## src/rtl/dp_seq_pkg.sv

```systemverilog
// dp_seq_pkg: shared state, opcode and operand-class definitions for the sequencer
package dp_seq_pkg;
  typedef enum logic [2:0] {IDLE, FETCH, DECODE, MEM, ARG, EXEC, LOAD, DONE} state_t;
  typedef enum logic [2:0] {C_NOP, C_MEM, C_IMM, C_LDA, C_HALT} cls_t;
  localparam logic [3:0] OP_NOP  = 4'h0;
  localparam logic [3:0] OP_ADD  = 4'h1;
  localparam logic [3:0] OP_ADDI = 4'h2;
  localparam logic [3:0] OP_SUB  = 4'h3;
  localparam logic [3:0] OP_SUBI = 4'h4;
  localparam logic [3:0] OP_AND  = 4'h5;
  localparam logic [3:0] OP_OR   = 4'h6;
  localparam logic [3:0] OP_XOR  = 4'h7;
  localparam logic [3:0] OP_NOT  = 4'h8;
  localparam logic [3:0] OP_SHL  = 4'h9;
  localparam logic [3:0] OP_SHR  = 4'hA;
  localparam logic [3:0] OP_LDA  = 4'hB;
  localparam logic [3:0] OP_HALT = 4'hC;
  // bit n set means opcode n belongs to the class
  localparam logic [15:0] MEM_OPS = 16'h01EA;
  localparam logic [15:0] IMM_OPS = 16'h0614;
endpackage

```

## src/rtl/dp_seq_dec.sv

```systemverilog
// dp_seq_dec: opcode to class, one-hot op select (bit 0 = ADD .. bit 9 = SHR) and illegal flag
module dp_seq_dec
  import dp_seq_pkg::*;
(
  input  logic [3:0] opc,
  output cls_t       cls,
  output logic [9:0] ops,
  output logic       illegal
);
  always_comb begin
    illegal = opc > OP_HALT;
    ops     = (opc >= OP_ADD && opc <= OP_SHR) ? 10'd1 << (opc - OP_ADD) : 10'd0;
    cls     = MEM_OPS[opc] ? C_MEM :
              IMM_OPS[opc] ? C_IMM :
              opc == OP_LDA ? C_LDA :
              opc == OP_HALT ? C_HALT : C_NOP;
  end
endmodule

```

## src/rtl/dp_seq.sv

```systemverilog
// dp_seq: instruction/operand fetch sequencer driving the accumulator datapath strobes
module dp_seq
  import dp_seq_pkg::*;
#(
  parameter int CNT_W = 8,
  parameter int TMO   = 15
) (
  input  logic             clka,
  input  logic             restart_n,
  input  logic             start,
  input  logic             abort,
  input  logic [7:0]       instr,
  input  logic             instr_valid,
  output logic             instr_ready,
  output logic             mem_req,
  output logic [3:0]       mem_addr,
  input  logic             mem_ack,
  output logic             load_accu,
  output logic             arith_mem,
  output logic             execute_en,
  output logic             op_add,
  output logic             op_addi,
  output logic             op_sub,
  output logic             op_subi,
  output logic             op_and,
  output logic             op_or,
  output logic             op_xor,
  output logic             op_not,
  output logic             op_shl,
  output logic             op_shr,
  output logic [3:0]       imm,
  output logic             busy,
  output logic             done,
  output logic [CNT_W-1:0] icount,
  output logic             err_illegal,
  output logic             err_tmo
);
  localparam int TW = $clog2(TMO + 1);
  state_t           state_q, state_d;
  logic [7:0]       instr_q, instr_d;
  logic [TW-1:0]    tmo_q, tmo_d;
  logic [CNT_W-1:0] icount_q, icount_d;
  logic             err_ill_q, err_ill_d, err_tmo_q, err_tmo_d;
  cls_t             cls;
  logic [9:0]       ops;
  logic             illegal;
  dp_seq_dec u_dec (.opc(instr_q[7:4]), .cls(cls), .ops(ops), .illegal(illegal));
  always_comb begin
    state_d   = state_q;
    instr_d   = instr_q;
    tmo_d     = tmo_q;
    icount_d  = icount_q;
    err_ill_d = err_ill_q;
    err_tmo_d = err_tmo_q;
    case (state_q)
      IDLE:   state_d = start ? FETCH : IDLE;
      FETCH: begin
        instr_d = instr_valid ? instr : instr_q;
        state_d = instr_valid ? DECODE : FETCH;
      end
      DECODE: begin
        tmo_d     = '0;
        err_ill_d = err_ill_q | illegal;
        state_d   = cls == C_MEM ? MEM : cls == C_IMM ? EXEC : cls == C_LDA ? LOAD :
                    cls == C_HALT ? DONE : FETCH;
        icount_d  = (cls == C_NOP || cls == C_HALT) ? icount_q + 1'b1 : icount_q;
      end
      MEM: begin
        tmo_d     = tmo_q + 1'b1;
        err_tmo_d = err_tmo_q | (!mem_ack && tmo_q == TW'(TMO - 1));
        state_d   = mem_ack ? ARG : tmo_q == TW'(TMO - 1) ? IDLE : MEM;
      end
      ARG:    state_d = EXEC;
      EXEC, LOAD: begin
        state_d  = FETCH;
        icount_d = icount_q + 1'b1;
      end
      DONE:   state_d = start ? DONE : IDLE;
    endcase
    // abort wins over everything and leaves no trace of the in-flight instruction
    if (abort && state_q != IDLE) begin
      state_d   = IDLE;
      instr_d   = instr_q;
      icount_d  = icount_q;
      err_ill_d = err_ill_q;
      err_tmo_d = err_tmo_q;
    end
  end
  always_ff @(posedge clka or negedge restart_n) begin
    if (!restart_n) begin
      state_q   <= IDLE;
      instr_q   <= '0;
      tmo_q     <= '0;
      icount_q  <= '0;
      err_ill_q <= 1'b0;
      err_tmo_q <= 1'b0;
    end else begin
      state_q   <= state_d;
      instr_q   <= instr_d;
      tmo_q     <= tmo_d;
      icount_q  <= icount_d;
      err_ill_q <= err_ill_d;
      err_tmo_q <= err_tmo_d;
    end
  end
  always_comb begin
    instr_ready = state_q == FETCH;
    mem_req     = state_q == MEM;
    arith_mem   = state_q == ARG;
    execute_en  = state_q == EXEC;
    load_accu   = state_q == LOAD;
    done        = state_q == DONE;
    busy        = state_q != IDLE && state_q != DONE;
    mem_addr    = instr_q[3:0];
    imm         = instr_q[3:0];
    icount      = icount_q;
    err_illegal = err_ill_q;
    err_tmo     = err_tmo_q;
    {op_shr, op_shl, op_not, op_xor, op_or, op_and, op_subi, op_sub, op_addi, op_add} =
      ops & {10{execute_en}};
  end
endmodule

```

## config.mk

```make
export PLATFORM = sky130hd
export DESIGN_NAME = dp_seq
export DESIGN_NICKNAME = d
export VERILOG_FILES = /design/src/rtl/dp_seq_pkg.sv /design/src/rtl/dp_seq_dec.sv /design/src/rtl/dp_seq.sv
export SDC_FILE = /design/constraint.sdc
export NUM_CORES = 1
export LEC_CHECK = 0
export ABC_CLOCK_PERIOD_IN_PS = 4800
export CORE_MARGIN = 2
export CORE_UTILIZATION = 45
export CTS_CLUSTER_DIAMETER = 30
export DETAILED_ROUTE_END_ITERATION = 12
export GPL_TIMING_DRIVEN = 0
export PLACE_DENSITY_LB_ADDON = 0.05
export SLEW_MARGIN = 20
export SYNTH_ARGS = -nofsm -noshare
export SYNTH_HDL_FRONTEND = slang
export SYNTH_SLANG_ARGS = --single-unit
```

## constraint.sdc

```tcl
create_clock -name clka -period 4.8 [get_ports clka]
set_input_delay 0.96 -clock clka [delete_from_list [all_inputs] [get_ports clka]]
set_output_delay 0.96 -clock clka [all_outputs]
set_load 0.05 [all_outputs]
```

# Word level (Yosys, flattened, before mapping)
# Memories as Yosys holds them, arrays and structs flattened.
# Cells that the tools add are included.
[word_totals] ff_bits=25 latchBits=0 mem_bits_rw=0 rom_bits=32 input_bits=14 memories=2
[memory_table] name="(name not given)" depth=16 width=1 rd=1 rd_ports_with_merged_regs=0 write_ports=0 line="dp_seq_dec.sv:13" rtl="cls = MEM_OPS[opc] ? C_MEM :"
[memory_table] name="(name not given)" depth=16 width=1 rd=1 rd_ports_with_merged_regs=0 write_ports=0 line="dp_seq_dec.sv:14" rtl="IMM_OPS[opc] ? C_IMM :"
[classes] add_sub_neg=3 multipliers=0 div_mod_pow=0 n_lt_le_gt_ge=4 eq_ne=16 n_shift=1 muxes=21 bitwise_logic=4 reduce_logical=16
[op_table] cell="two-way mux 3 bit" n=11
[op_table] cell="one-hot mux 3 bit (7 select lines)" n=1
[op_table] cell="one-hot mux 8 bit (2 select lines)" n=1
[op_table] cell="equality test 3 bit (second input constant)" n=5
[op_table] cell="equality test 3 x 2 -> 1 bit (second input constant)" n=4
[op_table] cell="equality test 4 bit (second input constant)" n=3
[op_table] cell="AND 10 bit" n=1
[op_table] cell="two-way mux 10 bit" n=1
[op_table] cell="left shift 1 x 4 -> 10 bit (first input constant)" n=1
[op_table] cell="adder 8 x 1 -> 8 bit (second input constant)" n=1
[op_table] cell="two-way mux 8 bit" n=1
[op_table] cell="one-hot mux 4 bit (2 select lines)" n=1
[op_table] cell="equality test 3 x 1 -> 1 bit (second input constant)" n=2
[op_table] cell="zero test 3 bit" n=2
[op_table] cell="AND reduction 3 bit" n=2
[op_table] cell="< comparator 4 x 5 -> 1 bit (second input constant)" n=1
[op_table] cell="adder 4 x 1 -> 4 bit (second input constant)" n=1
[op_table] cell=">= comparator 4 x 1 -> 1 bit (second input constant)" n=1
[op_table] cell="> comparator 4 bit (second input constant)" n=1
[op_table] cell="<= comparator 4 bit (second input constant)" n=1
[op_table] cell="logical AND 1 bit" n=4
[op_table] cell="two-way mux 2 bit" n=2
[op_table] cell="AND reduction 2 bit" n=2
[op_table] cell="nonzero test 2 bit" n=2
[op_table] cell="10 further kinds" n=13

# Longest topological paths before layout
# Gate-level depths: netlist of run 1.
[depth] word_depth=12 ltp_mapped=6 depth_no_buf=6

# Modules after synthesis
# Synthesis of run 1 repeated with hierarchy kept, for this count alone.
[unflattened] cells_unflattened=191 area_unflattened_um2=1791.7
[modules_own_cells] module="dp_seq" n_inst=1 cells_per_inst=135 area_per_inst_um2=1378.8
[modules_own_cells] module="dp_seq_dec" n_inst=1 cells_per_inst=56 area_per_inst_um2=412.9

# Worst setup path after synthesis of run 1
# No wires, ideal clock.
[synth_path] path_type="reg2out" startpoint="register instr_q[4]" endpoint="output op_add" arrival_time_ps=2574 t_required_ps=3840 slack_ps=1266 stages_incl_launch_ff=7 cell_sequence="dfrtp_1 > inv_1 > ha_1 > or2_2 > o21ai_0 > a21oi_1 > nor3b_1"
[synth_via] elab_chain_cells=4 elab_cells_between_ends=7
[synth_lines] element="from (decl)" line="dp_seq.sv:40" rtl="logic [7:0] instr_q, instr_d;"
[synth_lines] element="from (signal assigned)" line="dp_seq.sv:99" rtl="instr_q <= instr_d;"
[synth_lines] element="subtractor 4 x 1 -> 4 bit (tied with other cells)" line="dp_seq_dec.sv:12" rtl="ops = (opc >= OP_ADD && opc <= OP_SHR) ? 10'd1 << (opc - OP_ADD) : 10'd0;"
[synth_lines] element="left shift 1 x 4 -> 10 bit / logical AND 1 bit (equally long branches)" line="dp_seq_dec.sv:12"
[synth_lines] element="two-way mux 10 bit (*)" line="dp_seq_dec.sv:12"
[synth_lines] element="AND 10 bit (*)" line="dp_seq.sv:120" rtl="ops & {10{execute_en}};"
[synth_lines] element="to (decl)" line="dp_seq.sv:21" rtl="output logic op_add,"
# Every way passes the cells marked *; elsewhere a longest branch is shown, timed or not.

# Final worst setup path of run 1
# Ends and elaborated chain as after synthesis.

==> summary.txt, run 1 <==
Status
  • Status: complete, no violations

Synth
  • Syn_nets: 206
  • Ys async rst share: 100%
  • Synth Flop Type: dfrtp_1
  • Part of the Yosys area used for sequential elements: 36.1%
  • Number of synthesized register bits: 25
  • Post-synth EDFFs: 0
  • Synthesized area: 1730 sq um
  • Post-Syn Instances: 183
  • Syn Area/Cell: 9.47 sq um
  • Post-synthesis cell type count: 47
  • Ys Warns: 0

Layout
  • Area delta synth->final: 33.8%
  • Final nets: 259
  • Antenna cells: 0
  • Layout cells sized above 1: 15.7%
  • Final std cells w/o fill: 283

Floorplanning
  • Die Y: 66.1 um
  • Die area: 4360 sq um
  • Core ar.: 3690 sq um
  • Row count: 22
  • Die Wd: 66.1 um
  • IO Pins: 49
  • Starting density of the core: 47.0%

Timing
  • Post-layout min period: 3.92 ns
  • Worst-margin pin slew: 0.547 ns
  • RSZ-0062 raised after global routing: no
  • Clock Skews: 0.00352 ns
  • Final hold violations: 0
  • Worst slew margin: 63.5%
  • F_max: 255 MHz
  • Pins Over Slew Limit: 0
  • Final WS setup: 0.876 ns
  • Fin crit share: 81.7%
  • Final Setup Violations: 0
  • Total negative setup slack: 0 ns

Route
  • Vias post-DR: 1501
  • DR vias/cell: 5.30
  • TritonRoute pass-1 iters: 5
  • Post-route antenna net violation count: 0
  • DR DRC count: 0
  • Final WL: 3.74 mm
  • DR iter-0 viols: 90
  • Avg WL per Cell: 13.2 um

Critical path
  • Reg2reg start: instr_q[4]
  • Worst setup EP type: output port
  • Critical path fanouts, max: 11
  • Crit path kind: flip-flop to output port
  • CP required: 3.84 ns
  • Worst R2R Setup Slack: 2.63 ns
  • Cell count of the worst reg-to-reg path: 6
  • Setup crit start: instr_q[4]
  • Crit Reg-Reg Endpoint: icount[1]
  • Data arrival, critical path: 2.96 ns
  • Worst Setup Start Kind: flip-flop

Clock network
  • Sink Count: 25
  • Root Buffer: clkbuf_8
  • Num CTS Buffers: 3
  • Post-CTS Setup Bufs: 0
  • CTS tree: built
  • Htree depth: 1
  • Clock Latency Late Sink: 0.27 ns
  • Post-CTS Resized: 0
  • Max Root-Sink Buffers: 2
  • Clk pin slew, worst setup/hold paths: 0.09 ns
  • CTS Hold Bufs: 0

Hold path
  • Hold depth: 1
  • WHS Endpoint: err_illegal
  • Hold Crit Start: err_illegal
  • Class of the tightest hold or removal check: flip-flop to flip-flop

Pwr
  • Max VDD drop: 0.369 mV
  • Cell Pwr Density: 589 nW/um^2
  • Leak: 0.974 nW

GRT
  • First-pass GRT wire length: 6.33 mm
  • Gr ovfl total: 0
  • Pin count of the biggest net entering global routing: 26
  • Number of global-route vias before repair: 1415
  • Total track usage: 18.5%
  • Initial antenna violation count: 0

Placed design
  • Routability-driven placement congestion ratio: 0.843
  • Port Buffers: 48
  • Placed Cells: 279
  • DP Worst Slack: 1.17 ns
  • DP HPWL: 2.87 mm

Run
  • Max_cap viols: 0
==> routing by layer <==
metal	routed length, um	global-route usage (%)	vias to the layer above
li1	-	-	743
met1	1720	24.2	722
met2	1870	31.7	34
met3	132	3.41	2
met4	17	4.59	0
met5	0	0	-
==> placed cells by master (no fill, tap or decap), drive strengths merged, types with 2 or more instances in the layout <==
cell type	synthesis	layout
a21o	2	2
a21oi	4	4
a32oi	2	2
and2	4	4
and3	4	4
buf	11	12
clkbuf	5	8
clkdlybuf4s50	0	47
dfrtp	25	25
ha	9	9
inv	8	9
mux2	9	9
nand2	12	12
nand2b	6	6
nand3	9	9
nand3b	3	3
nand4	3	3
nor2	12	12
nor2b	3	3
nor3	4	4
nor3b	11	11
nor4	2	2
o21ai	8	8
o31ai	2	2
or2	2	2
xnor2	7	7
==> synthesized netlist by cell type, types with 2 or more instances <==
cell type | number | share of area [%]
buf_4 | 8 | 3.5
nor2b_1 | 3 | 1.1
xnor2_1 | 7 | 3.5
and2_1 | 4 | 1.4
o31ai_1 | 2 | 0.87
nand2_1 | 11 | 2.4
ha_1 | 9 | 6.5
clkbuf_1 | 5 | 1.1
a21o_1 | 2 | 0.87
nor2_1 | 12 | 2.6
buf_2 | 3 | 0.87
and3_1 | 4 | 1.4
nand2b_1 | 6 | 2.2
inv_1 | 8 | 1.7
a21oi_1 | 4 | 1.2
or2_2 | 2 | 0.72
nand4_1 | 3 | 1.1
o21ai_0 | 8 | 2.3
nand3b_1 | 3 | 1.3
nor4_1 | 2 | 0.72
nand3_1 | 8 | 2.3
nor3b_1 | 11 | 4.8
dfrtp_1 | 25 | 36
mux2_2 | 8 | 5.2
nor3_1 | 3 | 0.87
==> flip-flops by register name, indices dropped and copies added, names as in the netlist <==
signal,cells
instr_q,8
state_q,3
icount,8
err_illegal,1
tmo_q,4
err_tmo,1
==> where the power goes <==
part           switching (mW)  internal (mW)  total [mW]
registers              0.0765          0.275       0.352
logic                   0.527          0.355       0.882
clock network          0.0710         0.0608       0.132
total                   0.674          0.691        1.37
==> worst max-delay path, cell delays in order, from the launching register on <==
cell and delay, ns:
dfrtp_1 0.54, inv_1 0.14, ha_1 0.31, or2_2 0.31, o21ai_0 0.16, a21oi_1 0.16
nor3b_1 0.25, clkdlybuf4s50_1 0.83
==> logic make-up (layout without fill, tap and decap cells) <==
logic type / count (synthesis) / in the layout / synth area share [%]
AO/OA/AOI/OAI: 28 / 28 / 12.9
XOR/XNOR: 8 / 8 / 4.04
adder cells (fa/ha/maj): 9 / 9 / 6.50
buffers and inverters: 24 / 76 / 7.15
flip-flops: 25 / 25 / 36.1
multiplexers: 9 / 9 / 6.06
AND/OR/NAND/NOR: 80 / 80 / 27.3
==> cell type report <==
class / count / area, sq um
fillers: 334 / 1370
repair buffers: 48 / 475
well taps: 48 / 60.1
inverters: 8 / 30.0
plain buffers: 16 / 93.8
clock buffers: 3 / 41.3
multi-input cells: 134 / 983
flip-flops and latches: 25 / 626
clock inverters: 1 / 8.76
==> worst max-delay path by stage <==
stage,endpoint,slack [ns]
2_1_floorplan,op_add,1.27
3_3_place_gp,op_subi,1.26
3_5_place_dp,op_add,1.17
4_1_cts,op_add,0.87
5_1_grt,op_add,0.71
6_report,op_add,0.88
==> metrics by stage <==
stage	instance area (sq um)	util, %	total power, mW	hold WS [ns]
global route	2320	62.9	1.47	0.493
global placement	2270	61.6	1.21	0.446
floorplan	1730	-	1.00	0.465
detailed placement	2270	61.6	1.24	0.457
finish	2320	62.9	1.37	0.470
CTS	2320	63.0	1.37	0.475
Power figures use the tool's default switching activity.
==> inputs of run 2 (changes only) <==
ABC_CLOCK_PERIOD_IN_PS = 3400   (was 4800)
CORE_UTILIZATION = 43   (was 45)
clock period = 3.4 ns   (was 4.8 ns; I/O delays follow)
==> run 2 against run 1 <==
  * Sequential share of layout area increased by 0.21 points
  * Largest power group unchanged
  * First-iteration DRC count decreased by 37%
  * Clock power increased by 39%
  * Final cell count increased by 0.71%
  * Clock-buffer cell count unchanged
  * Critical path depth unchanged
  * Combinational power increased by 43%
  * Die area increased by 4.4%
  * Register-to-register slack got worse by 1.5 ns
  * Largest cell class unchanged
  * Via count decreased by 0.67%
==> summary.txt, run 2 (synthesis gave the netlist of run 1 again) <==
Status
  • Status: complete, no violations

Clock network
  • Root Buffer: clkbuf_8
  • Clock Latency Late Sink: 0.27 ns
  • Clk pin slew, worst setup/hold paths: 0.09 ns
  • Sink Count: 25
  • Num CTS Buffers: 3
  • Max Root-Sink Buffers: 2
  • Htree depth: 1
  • CTS tree: built

Layout
  • Antenna cells: 0
  • Fill cells: 327
  • Area delta synth->final: 32.8%
  • Reg area: 626 sq um
  • Layout cells sized above 1: 17.4%
  • Final Cell Area: 2300 sq um
  • Final nets: 259
  • Commonest cells after routing, fill and taps aside: clkdlybuf4s50_1, dfrtp_1, nor2_1, nor3b_1, nand2_1
  • Area of the multi-input gates: 983 sq um
  • Commonest non-fill, non-tap cell in the layout: clkdlybuf4s50_1

GRT
  • Total track usage: 18.6%
  • Pin count of the biggest net entering global routing: 26
  • Met1 GRT Util: 24.1%
  • Most used routing layer: met2
  • First-pass GRT wire length: 6.51 mm
  • Number of global-route vias before repair: 1403
  • Met3 Use GR: 2.83%
  • Initial antenna violation count: 0
  • Met2 Track Usage GR: 32.1%
  • Gr ovfl total: 0

Pwr
  • Leak: 1.03 nW
  • Cell Pwr Density: 844 nW/um^2
  • Max VDD drop: 0.428 mV

Route
  • DR vias/cell: 5.23
  • DR iter-0 viols: 57
  • TritonRoute pass-1 iters: 4
  • Vias post-DR: 1491
  • Avg WL per Cell: 14.1 um
  • DR DRC count: 0
  • Final WL: 4.01 mm
  • Post-route antenna net violation count: 0

Hold path
  • Class of the tightest hold or removal check: input port to asynchronous set/reset pin

Timing
  • Worst slew margin: 63.1%
  • Total negative setup slack: 0 ns
  • Final Setup Violations: 0
  • Worst hold slack: 0.378 ns
  • Pins Over Slew Limit: 0
  • Final hold violations: 0
  • Post-layout min period: 3.19 ns
  • Clock Skews: 0.00680 ns
  • Worst-margin pin slew: 0.553 ns
  • F_max: 313 MHz
  • Final WS setup: 0.209 ns
  • Fin crit share: 93.9%
  • RSZ-0062 raised after global routing: no

Placed design
  • Area after DPL: 2280 sq um
  • DP HPWL: 3.01 mm
  • DP Worst Slack: 0.0298 ns
  • Routability-driven placement congestion ratio: 0.786
  • Port Buffers: 48

Critical path
  • Reg2reg start: instr_q[4]
  • Data arrival, critical path: 2.51 ns
  • Cell count of the worst reg-to-reg path: 6
  • Crit Reg-Reg Endpoint: icount[1]
  • Critical path fanouts, max: 11
  • Worst Setup Start Kind: flip-flop
  • Crit path kind: flip-flop to output port
  • Worst R2R Setup Slack: 1.17 ns
  • CP required: 2.72 ns
  • Worst setup EP type: output port

Run
  • Max_cap viols: 0

Floorplanning
  • Die Y: 67.5 um
  • Row count: 23
  • Die Wd: 67.5 um
  • Die area: 4550 sq um
  • IO Pins: 49
  • Core ar.: 3940 sq um
  • Starting density of the core: 44.0%
[run 2: cell count changes in the layout (fill, tap and decap cells not counted)]
cell	previous run	this run
dlygate4sd2_1	0	3
clkdlybuf4s15_1	0	1
clkbuf_2	0	4
clkinvlp_4	0	1
inv_6	1	0
dlymetal6s2s_1	0	2
clkdlybuf4s50_1	47	37
[run 2: worst max path at each step]
stage / cells after the start / slack (ns) / from / to
finish: 7 / 0.21 / instr_q[4] / op_sub
global route: 7 / 0.0003 / instr_q[4] / op_xor
CTS: 6 / 0.001 / instr_q[4] / op_shl
detailed placement: 7 / 0.03 / instr_q[4] / op_sub
global placement: 7 / 0.14 / instr_q[4] / op_subi
floorplan: 6 / 0.15 / instr_q[4] / op_add
[run 2: what timing repair did]
item	4_1_cts	5_1_grt
gates resized for setup	9	14
setup buffers	0	0
setup endpoints to repair	8	7
hold buffers	0	0
[run 2: through the flow]
step / utilization [%] / total power, mW / std cells
2_1_floorplan: - / 1.42 / 183
3_3_place_gp: 57.7 / 1.72 / 281
3_5_place_dp: 57.7 / 1.76 / 281
4_1_cts: 58.7 / 1.95 / 285
5_1_grt: 58.4 / 2.08 / 285
6_report: 58.4 / 1.94 / 285
[run 2: where the power goes]
| part | total, mW | internal (mW) | switching (mW) | leakage (nW) |
|---|---|---|---|---|
| Sequential | 0.499 | 0.388 | 0.111 | 0.325 |
| Combinational | 1.26 | 0.503 | 0.757 | 0.681 |
| Clock | 0.184 | 0.0832 | 0.100 | 0.0217 |
[run 2: critical path, stage by stage (launching register included)]
cell and delay, ns:
dfrtp_1 0.55, inv_1 0.14, ha_1 0.30, or2_2 0.31, o21ai_0 0.20, a21oi_1 0.16, nor3b_1 0.26, clkbuf_2 0.32
[run 2: area by class of cell]
cell class / count / share of cell area, %
clock inverter: 1 / 0.326
multi-input combinational: 134 / 42.7
clock buffer: 3 / 1.79
tap: 50 / 2.72
inverter: 8 / 1.31
timing repair buffer: 48 / 19.8
buffer: 16 / 4.08
sequential: 25 / 27.2
[run 2: metal layers]
metal | up-vias | part of all wire (%) | wire length (um)
met5 | - | 0 | 0
met4 | 0 | 0.97 | 39
met3 | 5 | 2.6 | 103
met2 | 26 | 50 | 2030
met1 | 714 | 46 | 1850
li1 | 746 | - | -
